[src/rtl/lcplc_stream_sequencer.sv]
// Front-end sequencer for the LCPLC coder: latches one image configuration,
// then streams raw samples through with row/band/slice/image framing flags.
module lcplc_stream_sequencer #(
    parameter int DATA_WIDTH            = 16,
    parameter int DIM_WIDTH             = 12,
    parameter int BAND_WIDTH            = 10,
    parameter int SLICE_CNT_WIDTH       = 16,
    parameter int QUANTIZER_SHIFT_WIDTH = 4,
    parameter int THRESHOLD_WIDTH       = 64
) (
    input  logic                             clk,
    input  logic                             rst,
    input  logic                             cfg_valid,
    output logic                             cfg_ready,
    input  logic [DIM_WIDTH-1:0]             cfg_block_rows,
    input  logic [DIM_WIDTH-1:0]             cfg_block_cols,
    input  logic [BAND_WIDTH-1:0]            cfg_bands,
    input  logic [SLICE_CNT_WIDTH-1:0]       cfg_slices,
    input  logic [QUANTIZER_SHIFT_WIDTH-1:0] cfg_quant_shift_in,
    input  logic [THRESHOLD_WIDTH-1:0]       cfg_threshold_in,
    input  logic                             s_valid,
    output logic                             s_ready,
    input  logic [DATA_WIDTH-1:0]            s_data,
    output logic                             x_valid,
    input  logic                             x_ready,
    output logic [DATA_WIDTH-1:0]            x_data,
    output logic                             x_last_r,
    output logic                             x_last_b,
    output logic                             x_last_s,
    output logic                             x_last_i,
    output logic [QUANTIZER_SHIFT_WIDTH-1:0] cfg_quant_shift,
    output logic [THRESHOLD_WIDTH-1:0]       cfg_threshold,
    output logic                             busy,
    output logic                             cfg_error
);

    typedef enum logic {IDLE, RUN} state_t;

    state_t                       state, state_next;
    logic [DIM_WIDTH-1:0]         rows, cols, row, col;
    logic [BAND_WIDTH-1:0]        bands, band;
    logic [SLICE_CNT_WIDTH-1:0]   slices, slice;

    logic run, cfg_accept, cfg_zero, cfg_start, xfer;

    assign run        = (state == RUN);
    assign cfg_accept = cfg_valid && (state == IDLE);
    assign cfg_zero   = (cfg_block_rows == '0) || (cfg_block_cols == '0) ||
                        (cfg_bands == '0) || (cfg_slices == '0);
    assign cfg_start  = cfg_accept && !cfg_zero;
    assign xfer       = run && s_valid && x_ready;

    // Flags are a pure function of the position counters, so a stalled
    // coder sees them unchanged until the sample is actually taken.
    assign x_last_r = run && (col == cols - 1'b1);
    assign x_last_b = x_last_r && (row == rows - 1'b1);
    assign x_last_s = x_last_b && (band == bands - 1'b1);
    assign x_last_i = x_last_s && (slice == slices - 1'b1);

    assign x_data = s_data;
    assign busy   = run;

    // NOTE: every output of this block gets a default first, so no path
    // through the case statement can leave a latch behind.
    always_comb begin
        state_next = state;
        cfg_ready  = 1'b0;
        s_ready    = 1'b0;
        x_valid    = 1'b0;
        case (state)
            IDLE: begin
                cfg_ready = 1'b1;
                if (cfg_start) state_next = RUN;
            end
            RUN: begin
                x_valid = s_valid;
                s_ready = x_ready;
                if (xfer && x_last_i) state_next = IDLE;
            end
            default: state_next = IDLE;
        endcase
    end

    // NOTE: state is updated with non-blocking assignments so every register
    // samples the pre-edge values of its neighbours.
    always_ff @(posedge clk or negedge rst) begin
        if (!rst) begin
            state           <= IDLE;
            rows            <= '0;
            cols            <= '0;
            bands           <= '0;
            slices          <= '0;
            row             <= '0;
            col             <= '0;
            band            <= '0;
            slice           <= '0;
            cfg_quant_shift <= '0;
            cfg_threshold   <= '0;
            cfg_error       <= 1'b0;
        end else begin
            state     <= state_next;
            cfg_error <= cfg_accept && cfg_zero;
            if (cfg_accept) begin
                rows   <= cfg_block_rows;
                cols   <= cfg_block_cols;
                bands  <= cfg_bands;
                slices <= cfg_slices;
            end
            if (cfg_start) begin
                cfg_quant_shift <= cfg_quant_shift_in;
                cfg_threshold   <= cfg_threshold_in;
                row             <= '0;
                col             <= '0;
                band            <= '0;
                slice           <= '0;
            end else if (xfer) begin
                // Each wrap is decided before incrementing, so a counter never
                // has to hold a value beyond its configured maximum.
                col <= x_last_r ? '0 : col + 1'b1;
                if (x_last_r) row   <= x_last_b ? '0 : row + 1'b1;
                if (x_last_b) band  <= x_last_s ? '0 : band + 1'b1;
                if (x_last_s) slice <= x_last_i ? '0 : slice + 1'b1;
            end
        end
    end

endmodule

[config.mk]
export PLATFORM = sky130hd
export DESIGN_NAME = lcplc_stream_sequencer
export DESIGN_NICKNAME = d
export VERILOG_FILES = /design/src/rtl/lcplc_stream_sequencer.sv
export SDC_FILE = /design/constraint.sdc
export NUM_CORES = 1
export LEC_CHECK = 0
export CAP_MARGIN = 20
export CORE_MARGIN = 3
export CORE_UTILIZATION = 40
export CTS_CLUSTER_DIAMETER = 50
export DETAILED_ROUTE_END_ITERATION = 6
export PLACE_DENSITY = 0.75
export RECOVER_POWER = 25
export SETUP_SLACK_MARGIN = 0.4
export SKIP_CTS_REPAIR_TIMING = 1
export SYNTH_ARGS = -nofsm -noshare
export SYNTH_HDL_FRONTEND = slang
export SYNTH_SLANG_ARGS = --single-unit
[constraint.sdc]
create_clock -name clk -period 9.5 [get_ports clk]
set_clock_uncertainty 0.2 [all_clocks]
set_input_delay 1.9 -clock clk [delete_from_list [all_inputs] [get_ports clk]]
set_output_delay 1.9 -clock clk [all_outputs]
set_load 0.02 [all_outputs]
### Word level (Yosys, flattened, before mapping)

Cells that the tools add are included.

* reductions and logical operators: 25
* multiplexer cells: 21
* eq/ne operators: 4
* bitwise gates (word level): 1
* $add $sub $neg: 8

Operators by type and width (count)
* two-way mux 12 bit: 7
* two-way mux 16 bit: 4
* two-way mux 10 bit: 4
* adder 12 x 1 -> 12 bit, second input constant: 2
* == test 12 bit: 2
* logical NOT 12 bit: 2
* subtractor 12 x 1 -> 12 bit, second input constant: 2
* adder 16 x 1 -> 16 bit, second input constant: 1
* == test 16 bit: 1
* logical NOT 16 bit: 1
* subtractor 16 x 1 -> 16 bit, second input constant: 1
* adder 10 x 1 -> 10 bit, second input constant: 1
* == test 10 bit: 1
* logical AND 1 bit: 10
* logical NOT 10 bit: 1
* subtractor 10 x 1 -> 10 bit, second input constant: 1
* nonzero test 2 bit: 4
* AND reduction 2 bit: 3
* two-way mux 1 bit: 5
* logical OR 1 bit: 3
* one-hot mux 1 bit (2 select lines): 1
* logical NOT 1 bit: 1
* NOT 1 bit: 1

* logic and storage cells: 71
* flip-flop bits (word level): 170
* input port bits: 139

### Logic depth before layout (Yosys ltp)

Gate-level depths: netlist of the first run.

* depth in word-level cells: 10
* depth in mapped cells: 13
* mapped depth without buffers: 10

### Worst setup path after synthesis of the first run

No wires, ideal clock.

* path kind: register to output
* start: register cols[0]
* end: output x_last_i
* data arrival time: 2.950 ns
* stages on the path, launching flop included: 10
* required time: 7.400 ns
* setup slack: 4.450 ns
* cells stage by stage: dfrtp_1 inv_1 ha_1 or4b_1 or3_1 a211oi_2 nand3_1 nor3_4 and3_1 and2_1

* word-level cells in the longest chain between the ends: 6

Ends and longest elaborated chain
* start: declaration: line 40 `logic [DIM_WIDTH-1:0] rows, cols, row, col;`
* start signal: assignment: line 105 `cols <= cfg_block_cols;`
* subtractor 12 x 1 -> 12 bit: line 55 `assign x_last_r = run && (col == cols - 1'b1);`
* == test 12 bit: line 55
* logical AND 1 bit: line 55
* named net x_last_r: line 27 `output logic x_last_r,`
* logical AND 1 bit: line 56 `assign x_last_b = x_last_r && (row == rows - 1'b1);`
* logical AND 1 bit: line 57 `assign x_last_s = x_last_b && (band == bands - 1'b1);`
* named net x_last_s: line 29 `output logic x_last_s,`
* logical AND 1 bit: line 58 `assign x_last_i = x_last_s && (slice == slices - 1'b1);`
* end: declaration: line 30 `output logic x_last_i,`

The timed path passes the listed nets, and every way through them passes these cells.

### Final worst setup path of the first run

* start: register cols[0]
* end: output x_last_b

* word-level cells in the longest chain between the ends: 4

Ends and longest elaborated chain
* subtractor 12 x 1 -> 12 bit: line 55
* == test 12 bit: line 55
* logical AND 1 bit: line 55
* logical AND 1 bit: line 56
* end: declaration: line 28 `output logic x_last_b,`

Every way passes these cells.

==> results of run 1 <==
## power by group
group	internal, mW	switching [mW]	total [mW]
clock network	0.359	0.333	0.692
registers	0.730	0.00860	0.738
logic	0.0585	0.0392	0.0977
total	1.15	0.381	1.53
## Yosys cell counts (6+ instances only)
cell type  count  area [um2]
nand2_1      243         912
dfrtp_1      170        4250
mux2_2        51         574
nor2_1        48         180
clkbuf_1      36         135
xnor2_1       33         289
and3_1        30         188
xor2_1        29         254
o21ai_0       27         135
a21oi_1       23         115
o211ai_1      22         165
inv_1         21        78.8
nor4_1        21         131
nand3_1       20         100
nor3_1        20         100
nand2b_1      19         119
nand4_1       18         113
buf_4         16         120
nand3b_1      11        82.6
or4_1         10        75.1
a31oi_1        8        50.1
ha_1           8         100
o31ai_1        8        60.1
or3_1          8        50.1
and2_1         6        37.5
nor2b_1        6        37.5
## path summary, 6_finish.rpt
| path | endpoint | slack, ns | depth (start not counted) |
|---|---|---|---|
| worst max-delay path | x_last_b | 3.39 | 10 |
| worst min-delay path | cfg_threshold[35] | 0.27 | 2 |
| worst max register to register | slice[9] | 5.14 | 10 |
| worst min register to register | cfg_threshold[35] | 0.27 | 2 |
| max in group asynchronous | col[3] | 4.57 | 3 |
| min in group asynchronous | slices[15] | 1.88 | 1 |
## state kept, by name, indices dropped and copies added, names as in the netlist
signal / flops
row: 12
cfg_quant_shift: 4
col: 12
rows: 12
busy: 1
cols: 12
band: 10
bands: 10
slices: 16
cfg_threshold: 64
slice: 16
cfg_error: 1
## metal layers
metal	track usage [%]	part of all wire [%]	up-vias
met2	32.4	48	246
met4	6.02	2.2	0
met3	7.05	7.9	36
li1	-	-	3841
met5	0	0	-
met1	24.4	42	3895
## worst max-delay path: stages (launching register included)
cell,delay (ns)
dfrtp_1,0.42
inv_1,0.08
ha_1,0.29
or4b_1,0.55
or3_1,0.39
a211oi_2,0.28
nand3_1,0.22
nor3_4,0.28
nand2_1,0.32
inv_1,0.15
clkdlybuf4s50_1,0.61
## logic make-up (layout without fill, tap and decap cells)
logic type	Yosys count	count (layout)	share of synthesized area, %
compound gates	139	139	10.5
xor+xnor	63	63	6.12
fa+ha+maj	8	8	1.08
buf+inv	81	259	3.98
flops	170	170	45.9
mux	54	54	6.52
simple gates	490	490	25.9
## stage by stage
stage	worst slack [ns]	utilization, %
after floorplan	4.45	-
after global placement	4.03	50.2
after detailed placement	3.88	50.2
after CTS	3.40	52.7
after global routing	3.13	52.7
final	3.39	52.7
## layout make-up
cell class | count | area (um2) | share of cell area [%]
multi-input cells | 754 | 4650 | 38.9
inverters | 21 | 78.8 | 0.659
well taps | 285 | 357 | 2.98
repair buffers | 206 | 2040 | 17.0
flip-flops and latches | 170 | 4250 | 35.5
clock inverters | 14 | 149 | 1.24
clock buffers | 18 | 439 | 3.67
==> impl_metrics.toml, run 1 <==
[finish]
final_cell_mix = "nand2_1 (242), clkdlybuf4s50_1 (198), dfrtp_1 (170)"
nNetsFinal = 1317
fillerInstances = 2061
fin_cells = 1468
n_antenna_cell = 0
drive_gt1_share_pct = 9.55
syn_to_final_growth_pct = 29.2
final_common_cell = "nand2_1"
finalInstanceArea_um2 = 12000

[floorplan]
die_width_um = 158
io_pins = 232
core.rowCount = 55
start_util_pct = 40.8
die-area_um2 = 25000
core_area_um2 = 22700
fp.dieH_um = 158

[routing]
drc = 0
routed_wire_length_per_instance_um = 16.6
routed_wl_mm = 24.3
drt-initial-drc-count = 384
dr.pass1.iters = 5
viasPerCell = 5.46
via_count = 8018
ant_nets = 0

[synthesis]
synth_nets = 1152
ys_seq_area_share_pct = 45.9
synthArstFlopShare_pct = 100
synth_seq_cells = 170
syn_avg_cell_area_um2 = 9.22
yosysWarnings = 0
synth_edf_count = 0
synthDistinctLibCells = 70
syn-cell-area_um2 = 9270
syn_inst = 1005
ys.flop_type = "dfrtp_1"

[clock_tree]
clkLatencyLatePin_ns = 0.43
cts-root-buf = "clkbuf_16"
h-tree-depth = 4
cts_tree = "built"
cts_sinks = 170
clkSlewWorstSetupHoldPaths_ns = 0.07
cts_buffer_depth = 2
cts_made_buffers = 17

[sta]
hold_viol = 0
hold_ws_ns = 0.274
fmax_ghz = 0.164
relSlewSlack_pct = -43.9
finalCritPeriodShare_pct = 64.3
setup_violations = 0
finalCriticalPeriod_ns = 6.11
slew_viol_final = 40
worst_pin_slew_ns = 2.16
setup_tns_ns = 0
rsz0062_at_grt = "no"

[critical_path]
worstSetupStartpoint = "cols[0]"
worstPathMaxFanout = 11
crit_type = "reg2out"
required_ns = 7.40
start_kind = "flop"
r2r-start = "cols[0]"
critPathArrivalTime_ns = 4.01
cp-end-kind = "output port"

[grt]
grt_pass1_wl_mm = 39.8
grt_max_degree = 87
antenna_found_initial = 0
grtUsageTotal_pct = 19.7
grt_remaining_overflow = 0
grt_pass1_vias = 8024

[placed_design]
place_area_um2 = 11400
io_buffers = 199
dpl.hpwl_mm = 17.3
placedCellCount = 1436
gp_congestion = 0.882

[power_and_ir_drop]
p_per_area_nw_per_um2 = 128
finalPower_mw = 1.53
ir_drop_mv = 0.0960
leakage_nw = 5.60

[run_status]
violations = "max-capacitance violations, max-slew violations"
status = "finished, violations left"

[worst_hold_path]
hold_path_class = "reg2reg"
hold_start = "cfg_threshold[35]"

[job]
maxCapViolations = 1
(Power assumes the default switching activity.)
==> run 2, diff against run 1 <==
Settings changed: PLACE_DENSITY 0.75 to 0.78.
Clock period 9.5 ns to 5.5 ns, I/O delays scaled along.
==> impl_metrics.toml, run 2 (synthesized netlist as in run 1, its figures left out) <==
[run_status]
status = "finished, violations left"
violations = "max-capacitance violations, max-slew violations"

[finish]
top_regs = "cfg_threshold: 64 flops, slice: 16 flops, slices: 16 flops"
largest_register_ffs = 64
final_cell_mix = "nand2_1 (241), clkdlybuf4s50_1 (196), dfrtp_1 (170)"
final_common_cell = "nand2_1"
fin_cells = 1470
finish.utilization_pct = 53.0
finalInstanceArea_um2 = 12000
regMostFlops = "cfg_threshold"
syn_to_final_growth_pct = 30.0
nNetsFinal = 1319
drive_gt1_share_pct = 10.2
n_antenna_cell = 0

[placed_design]
placedCellCount = 1436
pre_cts_ws_ns = 0.716
io_buffers = 199
gp_congestion = 0.881
place_area_um2 = 11400
dpl.hpwl_mm = 17.4

[routing]
routed_wire_length_per_instance_um = 16.5
drt-initial-drc-count = 359
routed_wl_mm = 24.3
ant_nets = 0
viasPerCell = 5.39
drc = 0
via_count = 7922
dr.pass1.iters = 4

[worst_hold_path]
hold_path_class = "reg2reg"

[power_and_ir_drop]
ir_drop_mv = 0.174
p_switching_mw = 0.677
p_int_mw = 1.98
finalPower_mw = 2.65
clock_power_share_pct = 45.7
p_seq_share_pct = 48.1
comb_power_share_pct = 6.3
leakage_nw = 5.66
p_sw_share_pct = 25.5
p_per_area_nw_per_um2 = 220

[sta]
finalCriticalPeriod_ns = 5.18
worst_pin_slew_ns = 4.08
fmax_ghz = 0.193
rsz0062_at_grt = "yes"
setup_violations = 0
final.setup.worst_slack_ns = 0.324
finalCritPeriodShare_pct = 94.1
hold_ws_ns = 0.274
hold_viol = 0
slew_viol_final = 78
relSlewSlack_pct = -172
setup_tns_ns = 0

[clock_tree]
cts_buffer_depth = 2
cts_made_buffers = 17
cts-root-buf = "clkbuf_16"
cts_sinks = 170
h-tree-depth = 4
cts_tree = "built"
clkLatencyLatePin_ns = 0.43
clkSlewWorstSetupHoldPaths_ns = 0.07

[grt]
grt_pass1_wl_mm = 38.7
grt_remaining_overflow = 0
antenna_found_initial = 0
grt_pass1_vias = 7648
grt_max_degree = 95
grtUsageTotal_pct = 19.3

[critical_path]
crit_type = "reg2out"
start_kind = "flop"
required_ns = 4.20
worstPathMaxFanout = 11
cp-end-kind = "output port"
critPathArrivalTime_ns = 3.88

[floorplan]
die_width_um = 158
core.rowCount = 55
die-area_um2 = 25000
io_pins = 232
start_util_pct = 40.8
core_area_um2 = 22700
fp.dieH_um = 158

[job]
maxCapViolations = 1
## run 2: final timing paths
check	slack [ns]	cells after the start	to	from
max in group asynchronous	0.87	2	cfg_threshold[7]	rst
hold reg to reg	0.27	2	cfg_threshold[53]	cfg_threshold[53]
hold / removal	0.27	2	cfg_threshold[53]	cfg_threshold[53]
min in group asynchronous	1.88	1	slices[11]	rst
setup reg to reg	1.20	10	slice[9]	cols[0]
setup / recovery	0.32	11	x_last_b	cols[0]
## run 2: critical path, stage by stage (launching register included)
cell             delay, ns
dfrtp_1               0.43
inv_1                 0.08
ha_2                  0.24
or4b_1                0.54
or3_1                 0.39
a211oi_2              0.28
nand3_2               0.17
nor3_4                0.28
buf_4                 0.17
nand2_2               0.15
inv_1                 0.11
clkdlybuf4s50_1       0.60
## run 2: layer usage
metal,vias to the layer above,global-route usage (%),part of all wire (%)
li1,3844,-,-
met1,3835,24.8,42
met2,225,31.8,49
met3,18,7.05,8.2
met4,0,3.20,0.81
met5,-,0,0
## run 2: cell type report
cell class	count	area (um2)
Fill cell	2040	10700
Multi-Input combinational cell	754	4680
Sequential cell	170	4250
Timing Repair Buffer	208	2070
Clock buffer	17	425
Tap cell	285	357
Clock inverter	15	170
Inverter	21	78.8
## run 2: power by group through the flow
stage	Combinational (mW)	Sequential (mW)	Clock (mW)
finish	0.166	1.28	1.21
global route	0.184	1.28	1.30
CTS	0.171	1.28	1.25
detailed placement	0.171	1.30	0
global placement	0.169	1.30	0
floorplan	0.0576	1.30	0
